`src/rtl/if_fetch.sv`:
```
// ---------------------------------------------------------------------------
// if_fetch -- instruction fetch front end.
//
// Issues one instruction request at a time from the pc register. It delivers
// the returned word to the if_id stage, or buffers it while if_id is stalled.
// A redirect (clear or branch) reloads pc and drops the instruction in flight.
// If the request for that instruction has already been accepted, its response
// is swallowed in DISCARD.
//
// Optional feature (macro IF_ALIGN_CHECK_EN):
//   When defined, a misaligned pc (pc[1:0] != 0) issues no request. The fetch
//   delivers a dummy instruction with if_inst_v=0 so that later stages can
//   raise an address error.
//
// Ports:
//   clk, rst            clock; synchronous active-low reset
//   pause[5:0]          stall vector; pause[1] holds the if_id register
//   clear, clear_pc     exception/eret flush and its target
//   branch,
//   branch_target       branch resolved in ID and its target
//   tlb_hit             mapping hit for the current inst_addr
//   inst_req/addr       request channel to instruction memory
//   inst_addr_ok        request accepted
//   inst_data_ok/rdata  read response
//   if2_pc/if2_inst     pc and instruction delivered to if_id
//   if_inst_found       mapping hit for the delivered instruction
//   if_inst_v           address valid for the delivered instruction
//   stallreq_if         fetch has nothing to deliver this cycle
// ---------------------------------------------------------------------------
module if_fetch #(
  parameter logic [31:0] RESET_PC = 32'hBFC00000
) (
  input  logic        clk,
  input  logic        rst,
  input  logic [5:0]  pause,
  input  logic        clear,
  input  logic [31:0] clear_pc,
  input  logic        branch,
  input  logic [31:0] branch_target,
  input  logic        tlb_hit,
  output logic        inst_req,
  output logic [31:0] inst_addr,
  input  logic        inst_addr_ok,
  input  logic        inst_data_ok,
  input  logic [31:0] inst_rdata,
  output logic [31:0] if2_pc,
  output logic [31:0] if2_inst,
  output logic        if_inst_found,
  output logic        if_inst_v,
  output logic        stallreq_if
);

  typedef enum logic [1:0] {
    S_REQ     = 2'd0,
    S_WAIT    = 2'd1,
    S_HOLD    = 2'd2,
    S_DISCARD = 2'd3
  } state_t;

  state_t      state_q, state_d;
  logic [31:0] pc_q, pc_d;
  logic [31:0] data_q, data_d;
  logic        found_q, found_d;

  logic        hold_id;
  logic        redirect;
  logic [31:0] redirect_pc;
  logic        misaligned;
  logic        deliver;

  // Only pause[1] concerns this stage; the other bits belong to other stages.
  logic unused_pause;
  assign unused_pause = &{1'b0, pause[5:2], pause[0]};

  assign hold_id     = pause[1];
  assign redirect    = clear | branch;
  assign redirect_pc = clear ? clear_pc : branch_target;

`ifdef IF_ALIGN_CHECK_EN
  assign misaligned = (pc_q[1:0] != 2'b00);
`else
  assign misaligned = 1'b0;
`endif

  always_ff @(posedge clk) begin
    if (!rst) begin
      state_q <= S_REQ;
      pc_q    <= RESET_PC;
      data_q  <= '0;
      found_q <= 1'b1;
    end else begin
      state_q <= state_d;
      pc_q    <= pc_d;
      data_q  <= data_d;
      found_q <= found_d;
    end
  end

  always_comb begin
    state_d = state_q;
    pc_d    = pc_q;
    data_d  = data_q;
    found_d = found_q;

    unique case (state_q)
      S_REQ: begin
        if (redirect) begin
          pc_d = redirect_pc;
          // An accepted request still returns a response that must be dropped.
          if (inst_req && inst_addr_ok) state_d = S_DISCARD;
        end else if (misaligned) begin
          data_d  = '0;
          found_d = 1'b1;
          state_d = S_HOLD;
        end else if (inst_addr_ok) begin
          found_d = tlb_hit;
          state_d = S_WAIT;
        end
      end
      S_WAIT: begin
        if (redirect) begin
          pc_d    = redirect_pc;
          state_d = inst_data_ok ? S_REQ : S_DISCARD;
        end else if (inst_data_ok) begin
          data_d = inst_rdata;
          if (hold_id) begin
            state_d = S_HOLD;
          end else begin
            pc_d    = pc_q + 32'd4;
            state_d = S_REQ;
          end
        end
      end
      S_HOLD: begin
        if (redirect) begin
          pc_d    = redirect_pc;
          state_d = S_REQ;
        end else if (!hold_id) begin
          pc_d    = pc_q + 32'd4;
          state_d = S_REQ;
        end
      end
      S_DISCARD: begin
        if (redirect) pc_d = redirect_pc;
        if (inst_data_ok) state_d = S_REQ;
      end
      default: state_d = S_REQ;
    endcase
  end

  // A redirect in the same cycle kills whatever would have been delivered.
  assign deliver = !redirect &&
                   ((state_q == S_HOLD) || ((state_q == S_WAIT) && inst_data_ok));

  always_comb begin
    inst_req      = (state_q == S_REQ) && !misaligned;
    inst_addr     = pc_q;
    if2_pc        = '0;
    if2_inst      = '0;
    if_inst_found = 1'b1;
    if_inst_v     = 1'b1;
    stallreq_if   = 1'b1;
    if (deliver) begin
      if2_pc        = pc_q;
      if2_inst      = (state_q == S_HOLD) ? data_q : inst_rdata;
      if_inst_found = found_q;
      if_inst_v     = !misaligned;
      stallreq_if   = 1'b0;
    end
  end

endmodule

```
`config.mk`:
```
export PLATFORM = sky130hd
export DESIGN_NAME = if_fetch
export DESIGN_NICKNAME = d
export VERILOG_FILES = /design/src/rtl/if_fetch.sv
export SDC_FILE = /design/constraint.sdc
export NUM_CORES = 1
export LEC_CHECK = 0
export BUFFER_PORTS_ARGS = -buffer_cell sky130_fd_sc_hd__buf_2
export CAP_MARGIN = 20
export CORE_UTILIZATION = 25
export DETAILED_ROUTE_END_ITERATION = 12
export GPL_TIMING_DRIVEN = 0
export PLACE_DENSITY = 0.47
export SYNTH_ARGS = -nofsm -noshare
export SYNTH_HDL_FRONTEND = slang
export SYNTH_SLANG_ARGS = --single-unit
```
`constraint.sdc`:
```
create_clock -name clk -period 2.4 [get_ports clk]
set_input_delay 0.24 -clock clk [delete_from_list [all_inputs] [get_ports clk]]
set_output_delay 0.24 -clock clk [all_outputs]
set_load 0.005 [all_outputs]
```
==> results of run 1 <==
## cell families after synthesis
| group | synth area share [%] |
|---|---|
| buffers and inverters | 5.06 |
| AOI/OAI and AO/OA | 19.6 |
| DFF | 31.2 |
| xor gates and xnor gates | 0.407 |
| other | 0.0872 |
| adders and majority gates | 1.75 |
| and+or+nand+nor | 30.2 |
| muxes | 11.7 |
## timing repair
item | in CTS | in global routing
setup buffers | 2 | 1
pin swaps | 0 | 2
endpoints found under the setup margin | 86 | 59
gates resized for setup | 32 | 30
## cell type report
| cell class | instances | area, sq um | area share, % |
|---|---|---|---|
| Multi-Input combinational cell | 470 | 2830 | 47.0 |
| Sequential cell | 67 | 1360 | 22.5 |
| Timing Repair Buffer | 205 | 1030 | 17.2 |
| Tap cell | 220 | 275 | 4.57 |
| Clock buffer | 9 | 225 | 3.74 |
| Buffer | 40 | 201 | 3.34 |
| Inverter | 14 | 52.6 | 0.872 |
| Clock inverter | 7 | 51.3 | 0.851 |
## per-stage QoR
step / TNS (ns) / utilization [%]
2_1_floorplan: 0 / -
3_3_place_gp: -28.26 / 33.5
3_5_place_dp: -28.09 / 33.5
4_1_cts: -0.00990 / 35.7
5_1_grt: 0 / 36.1
6_report: 0 / 36.1
## layer usage
layer / vias to the layer above / GRT usage [%] / share of wire (%)
li1: 2531 / - / -
met1: 2314 / 25.4 / 44
met2: 230 / 32.6 / 46
met3: 25 / 5.67 / 8.1
met4: 2 / 7.01 / 1.9
met5: - / 0 / 0.073
## state kept, by name, summed over array words and instances, names as in the netlist
signal     flops
state_q        2
found_q        1
data_q        32
inst_addr     32
## report_power, final
group	switching, W	leakage [nW]	internal (W)
Sequential	0.000157	0.552	0.00123
Clock	0.000549	0.132	0.000704
Combinational	0.000972	1.98	0.000725
Total	0.00168	2.67	0.00266
## path summary, 6_finish.rpt
kind | start | end | slack, ns | cells past startpoint
worst max register to register | inst_addr[20] | inst_addr[31] | 0.06 | 5
worst max-delay path | inst_addr[20] | inst_addr[31] | 0.06 | 5
worst min register to register | data_q[6] | data_q[6] | 0.45 | 2
worst min-delay path | tlb_hit | found_q | 0.12 | 3
## cells in the final DEF, fill, tap and decap left out, drive strengths merged, types with 8 or more instances in the layout
| master | netlist | routed |
|---|---|---|
| buf | 5 | 212 |
| nand2 | 105 | 105 |
| nor2 | 67 | 67 |
| dfxtp | 67 | 67 |
| a21oi | 62 | 62 |
| mux2i | 49 | 49 |
| clkbuf | 38 | 42 |
| nor2b | 30 | 30 |
| o21ai | 20 | 20 |
| inv | 14 | 16 |
| nand4 | 12 | 12 |
| nor3 | 10 | 10 |
| nand3 | 9 | 9 |
| o22ai | 9 | 9 |
| a22oi | 8 | 8 |
| a31oi | 8 | 8 |
| and3 | 8 | 8 |
## tightest hold or removal path, delay by kind of cell
kind	cells	cell delay, ns
multiplexers	1	0.05
AND/OR/NAND/NOR	1	0.05
buffers and inverters	1	0.08
==> metrics, run 1 <==
Buffers & Inverters on Critical Path=0; EDFF count, synth=0; Pleak=between 2 and 3 nW; first-pass GRT wire length=27500 um; post-route cell area=between 6000 and 7000 sq um; Final WS setup=0.0583 ns; largest stage delay on the critical path=0.56 ns; Area Growth Syn to Fin=40.1%; Post-Syn Instances=594; dominant cell type by area after synthesis=dfxtp_1; Period Utilization, post-route=97.6%; Syn Area/Cell=7.24 sq um; # fillers=1890; crit path kind=reg -> reg; CTS Buffer Depth=2; Rows=47; worst slew pin tran=0.889 ns; shortest period the worst path allows=2.34 ns; status=finished clean; element type at the critical path end=flop; CP max-delay cell=or4_4; root buf cell=clkbuf_16; clock sinks=67; max_cap viols=0; Worst Path Max Fanout=4; GPL Wtd Cong=0.887; DR iter-0 viols=358; Die W=133 um; post-synth cell types=53; CTS tree=done; fin cells=1032; grt ovf=0; vias in the first global route=approximately 5000; Area contributors post-synth=dfxtp_1 (31%), mux2i_1 (11%), nand2_1 (9.2%); RSZ-0062 raised after global routing=no; Layout Nets=922; die footprint=17700 sq um; Max VDD drop=between 300 and 400 uV; critical path's top delay family=simple AND/OR/NAND/NOR gates; count of final setup violators=0; Synthesized Nets=709; largest net degree at the start of global routing=14; share of layout cells above drive strength 1=32.8%; H-tree levels=3; Synth top cells by count=nand2_1 (105), dfxtp_1 (67), nor2_1 (67); most common cell in the netlist=nand2_1; ant diodes=0; Initial Utilization=about 26%; Final Hold Fails=0; via density per instance=4.94; Core Region=between 15000 and 20000 sq um; YS warnings=0; Clock transition at path regs=0.06 ns; Top FF cell, synth=dfxtp_1; Post-DP Area=5590 sq um; DR pass1 iterations=5; fmax=0.427 GHz; Hold-fix buffers, CTS=0; Avg WL per Cell=17.2 um; Post-route DRC=0; IO Pins=around 210; dpl ws=-0.683 ns; fin. max-slew vios=0; Post-Route WL=17700 um; clk_lat worst skew=0.34 ns; initial antenna violation count=1; CP Launch Type=flop; Max-slew headroom=40.7%; Worst Hold Class=in -> reg; Final Skew=roughly 0.0074 ns; TritonCTS Buffers=9; CP dominant cell by count=or4_4; Worst Path Arrival=2.58 ns; Final ANT Viol Nets=0; total number of vias=just over 5000; PD cells=720 nW/um^2; die height=133 um; Min Hold Slack=between 0.1 and 0.15 ns; share of the synthesized area in the top cell type=between 30% and 40%; async set-or-reset flop fraction in the synthesized netlist=0%; sequential area share after synthesis=31.2%; port bufs=around 200; Post-Syn Area=4300 sq um; placed cells=between 1000 and 1500; CP Cell Sequence=nand4_2, or4_4, or4_4, or4_1, and3_1; PnR Total Power=0.00434 W; FF+latch count, synth=67; Worst Path Required=2.64 ns; hpwl dp=about 13000 um; total global-route track usage=20.1%
Note: power is estimated with default switching activity, not from simulation.
==> run 2, diff against run 1 <==
ABC_AREA = 1   (was default)
CORE_MARGIN = 2   (was default)
PLACE_DENSITY = 0.45   (was 0.47)
clock period = 2.9 ns   (was 2.4 ns; I/O delays follow)
==> metrics, run 2 <==
Met2 Wirelength=8890 um; Layout Nets=1083; clock sinks=67; fmax=0.382 GHz; largest net degree at the start of global routing=13; Pleak=between 2 and 3 nW; port bufs=between 200 and 250; most common cell in the netlist=nand2_1; fin. max-slew vios=0; Post-route DRC=0; clk_lat worst skew=0.34 ns; TritonCTS Buffers=9; post-synth cell types=41; share of layout cells above drive strength 1=between 20% and 30%; via density per instance=4.70; Area Growth Syn to Fin=35.5%; Final Skew=0.00640 ns; Worst Path Max Fanout=10; Die W=139 um; IO Pins=209; hpwl dp=14900 um; YS warnings=0; vias in the first global route=between 5000 and 6000; H-tree levels=3; Avg WL per Cell=16.3 um; die height=~140 um; Post-Syn Instances=756; Worst Path Arrival=2.33 ns; Initial Utilization=25.4%; CTS Buffer Depth=2; setup TNS=0 ns; RSZ-0062 raised after global routing=no; root buf cell=clkbuf_16; Worst Hold Class=in -> reg; Synth top cells by count=nand2_1 (270), a21oi_1 (107), dfxtp_1 (67); Worst Path Required=around 2.6 ns; Min Hold Slack=0.199 ns; max_cap viols=0; CTS resizes=0; Max-slew headroom=49.8%; shortest period the worst path allows=2.62 ns; GPL Wtd Cong=about 0.87; dominant cell type by area after synthesis=dfxtp_1; grt ovf=0; FF+latch count, synth=67; Rows=49; status=finished clean; PD cells=about 650 nW/um^2; Area contributors post-synth=dfxtp_1 (30%), nand2_1 (22%), a21oi_1 (12%); DR top layer=met4; Syn Area/Cell=between 6 and 7 sq um; sequential area share after synthesis=29.5%; Max VDD drop=320 uV; async set-or-reset flop fraction in the synthesized netlist=0%; Core Region=17900 sq um; die footprint=roughly 19000 sq um; # fillers=2087; Post-Syn Area=4540 sq um; share of the synthesized area in the top cell type=approximately 30%; initial antenna violation count=1; postcts setup bufs=0; met1 WL=around 9000 um; Top FF cell, synth=dfxtp_1; PnR Total Power=0.00402 W; CTS tree=done; Period Utilization, post-route=~90%; worst slew pin tran=around 0.75 ns; CP Launch Type=flop; crit path kind=reg -> out; total global-route track usage=about 20%; met3 wire len=approximately 1200 um; Final Hold Fails=0; total number of vias=around 5700; DR pass1 iterations=4; Post-Route WL=19600 um; commonest cells after routing, fill and taps aside=nand2_1 (270), buf_2 (222), a21oi_1 (107), dfxtp_1 (67), nor2_1 (57); DR iter-0 viols=roughly 320; element type at the critical path end=output pin; Synthesized Nets=871; commonest non-fill, non-tap cell in the layout=nand2_1; Final ANT Viol Nets=0; first-pass GRT wire length=30600 um; Clock transition at path regs=0.06 ns; EDFF count, synth=0; count of final setup violators=0; Hold-fix buffers, CTS=0
## run 2: changes by cell type in the layout (fill, tap and decap cells not counted), sizes merged, moves of 6 or more
cell	change
nor2b	-30
mux2i	-45
inv	+42
o21ai	+16
nor4	-6
o22ai	-9
buf	+16
a21oi	+47
clkbuf	-14
nand2	+171
a22oi	-8
nand3	+28
and3	-8
## run 2: layer usage
layer,global-route usage [%],vias up
met5,0,-
met4,5.85,0
met3,4.97,23
met2,32.2,200
met1,27.3,2553
li1,-,2883
## run 2: report_power, final
part           total, W  internal, W  switching, W  leakage, nW
Sequential      0.00122      0.00105      0.000169        0.549
Clock           0.00122     0.000755      0.000460        0.153
Combinational   0.00158     0.000556       0.00103         2.26
Total           0.00402      0.00236       0.00166         2.97
## run 2: final cells by class
class	instances	area, sq um	area share [%]
Multi-Input combinational cell	586	2750	44.7
Clock inverter	6	90.1	1.46
Antenna cell	1	2.50	0.0407
Inverter	58	218	3.54
Sequential cell	67	1340	21.8
Buffer	45	229	3.72
Tap cell	229	287	4.65
Clock buffer	10	229	3.72
Timing Repair Buffer	201	1010	16.3
## run 2: worst max-delay path, cell delays in order, from the launching register on
cell,delay (ns)
dfxtp_1,0.36
inv_1,0.11
ha_1,0.20
clkbuf_1,0.22
inv_1,0.25
clkbuf_1,0.42
nand2_1,0.09
a21oi_1,0.19
buf_2,0.14
## run 2: path summary, 6_finish.rpt
| kind | startpoint | endpoint | slack [ns] | cells past startpoint |
|---|---|---|---|---|
| setup / recovery | state_q[0] | if2_inst[28] | 0.28 | 8 |
| hold / removal | inst_rdata[5] | data_q[5] | 0.20 | 3 |
| setup reg to reg | state_q[0] | inst_addr[11] | 0.91 | 9 |
| hold reg to reg | data_q[7] | data_q[7] | 0.46 | 2 |
## run 2: through the flow
stage,util (%),cell area [sq um],setup WS [ns],std cells
after floorplan,-,4540,1.20,756
after global placement,32.6,5830,0.602,1186
after detailed placement,32.6,5830,0.604,1186
after CTS,34.4,6150,0.214,1202
after global routing,34.4,6160,0.0137,1203
final,34.4,6160,0.282,1203
## run 2: cells by family after synthesis
| kind of cell | synth area share (%) |
|---|---|
| xor+xnor | 0.386 |
| compound gates | 19.8 |
| flops | 29.5 |
| buf+inv | 9.83 |
| simple gates | 37.9 |
| mux | 0.882 |
| fa+ha+maj | 1.65 |
| other cells | 0.0826 |
==> run 3, diff against run 2 <==
CTS_BUF_LIST = sky130_fd_sc_hd__clkbuf_8   (was default)
SKIP_CTS_REPAIR_TIMING = 1   (was default)
==> metrics, run 3 (synthesis gave the netlist of run 2 again) <==
CP Launch Type=flop; fin. max-slew vios=0; critical path's top delay family=buffers and inverters; Final Hold Fails=0; commonest non-fill, non-tap cell in the layout=nand2_1; PnR Total Power=around 0.0037 W; root buf cell=clkbuf_8; crit path kind=reg -> out; largest net degree at the start of global routing=13; Worst Path Required=2.61 ns; total number of vias=5651; cell depth of the worst flop-to-flop path=9; commonest cells after routing, fill and taps aside=nand2_1 (270), buf_2 (222), a21oi_1 (107), dfxtp_1 (67), nor2_1 (57); Worst Hold Class=in -> reg; Rows=49; Layout Nets=around 1100; initial antenna violation count=1; worst slew pin tran=~0.74 ns; worst hold path cell count=3; H-tree levels=3; DR iter-0 viols=280; total global-route track usage=between 20% and 30%; status=finished clean; PD cells=between 600 and 700 nW/um^2; Max VDD drop=between 200 and 300 uV; first-pass GRT wire length=30600 um; Final ANT Viol Nets=0; RSZ-0062 raised after global routing=no; Die W=~140 um; hpwl dp=about 15000 um; Post-DP Area=5830 sq um; worst setup path endpoint=if2_inst[15]; die height=about 140 um; reg2reg end=inst_addr[11]; clk_lat worst skew=0.37 ns; CP Depth=8; RR Startpoint=state_q[0]; CTS tree=done; CP Cell Sequence=inv_1, ha_1, clkbuf_1, inv_1, clkbuf_1, nand2_1, a21oi_1, buf_2; CP max-delay cell=clkbuf_1; Period Utilization, post-route=between 90% and 100%; Final WS setup=0.261 ns; TritonCTS Buffers=9; clock sinks=between 60 and 70; Clock transition at path regs=about 0.080 ns; IO Pins=roughly 210; grt ovf=0; Pleak=2.93 nW; port bufs=201; count of final setup violators=0; share of layout cells above drive strength 1=28.3%; Initial Utilization=25.4%; vias in the first global route=5502; Area Growth Syn to Fin=33.4%; Final Skew=0.00886 ns; Core Region=17900 sq um; Post-route DRC=0; R2R Setup Slk=0.92 ns; Min Hold Slack=0.167 ns; start point of the critical path=state_q[0]; largest stage delay on the critical path=0.42 ns; Post-Route WL=19600 um; die footprint=19300 sq um; dpl ws=just over 0.6 ns; max_cap viols=0; shortest period the worst path allows=2.64 ns; Worst Path Max Fanout=10; setup TNS=0 ns; via density per instance=4.70; Max-slew headroom=50.9%; Buffers & Inverters on Critical Path=5; fmax=between 0.3 and 0.4 GHz; CTS Buffer Depth=2; DR pass1 iterations=5; Avg WL per Cell=approximately 16 um; GPL Wtd Cong=0.873; element type at the critical path end=output pin; Worst Path Arrival=2.35 ns; post-route cell area=6060 sq um
-- run 3: changes by cell type in the layout (fill, tap and decap cells not counted) --
cell / previous run / this run
clkbuf_1: 19 / 16
clkbuf_16: 9 / 0
clkbuf_2: 0 / 2
clkbuf_8: 0 / 9
inv_1: 53 / 54
-- run 3: stage by stage --
step,utilization [%],cells
floorplan,-,756
global placement,32.6,1186
detailed placement,32.6,1186
CTS,33.8,1202
global route,33.8,1203
finish,33.8,1203
-- run 3: routing by layer --
| metal | wire, um | track usage (%) | vias to the layer above | share of wire [%] |
|---|---|---|---|---|
| li1 | - | - | 2882 | - |
| met1 | 8980 | 27.1 | 2536 | 46 |
| met2 | 8950 | 32.4 | 212 | 46 |
| met3 | 1330 | 5.32 | 21 | 6.8 |
| met4 | 341 | 5.10 | 0 | 1.7 |
| met5 | 0 | 0 | - | 0 |
-- run 3: how the worst min path moves through the flow --
stage                         startpoint  slack [ns]             to
final                      inst_rdata[5]        0.17      data_q[5]
after global routing      inst_rdata[24]        0.14     data_q[24]
after CTS                  inst_rdata[5]        0.15      data_q[5]
after detailed placement      data_q[13]        0.46     data_q[13]
after global placement        data_q[26]        0.45     data_q[26]
after floorplan                      rst        0.43  inst_addr[21]
-- run 3: power breakdown --
part / switching [W] / total, W / internal [W]
Sequential: 0.000169 / 0.00122 / 0.00105
Combinational: 0.00103 / 0.00159 / 0.000558
Clock: 0.000423 / 0.000906 / 0.000483
-- run 3: cell type report --
type / instances / area [sq um]
Multi-Input combinational cell: 586 / 2750
Tap cell: 229 / 287
Sequential cell: 67 / 1340
Timing Repair Buffer: 201 / 1010
Buffer: 45 / 231
Inverter: 58 / 218
Fill cell: 2102 / 11800
Clock buffer: 9 / 124
Clock inverter: 7 / 93.8
Antenna cell: 1 / 2.50
-- run 3: tightest hold or removal path, delay by kind of cell --
family	cells	cell delay [ns]
buf+inv	1	0.10
compound gates	1	0.05
simple gates	1	0.05
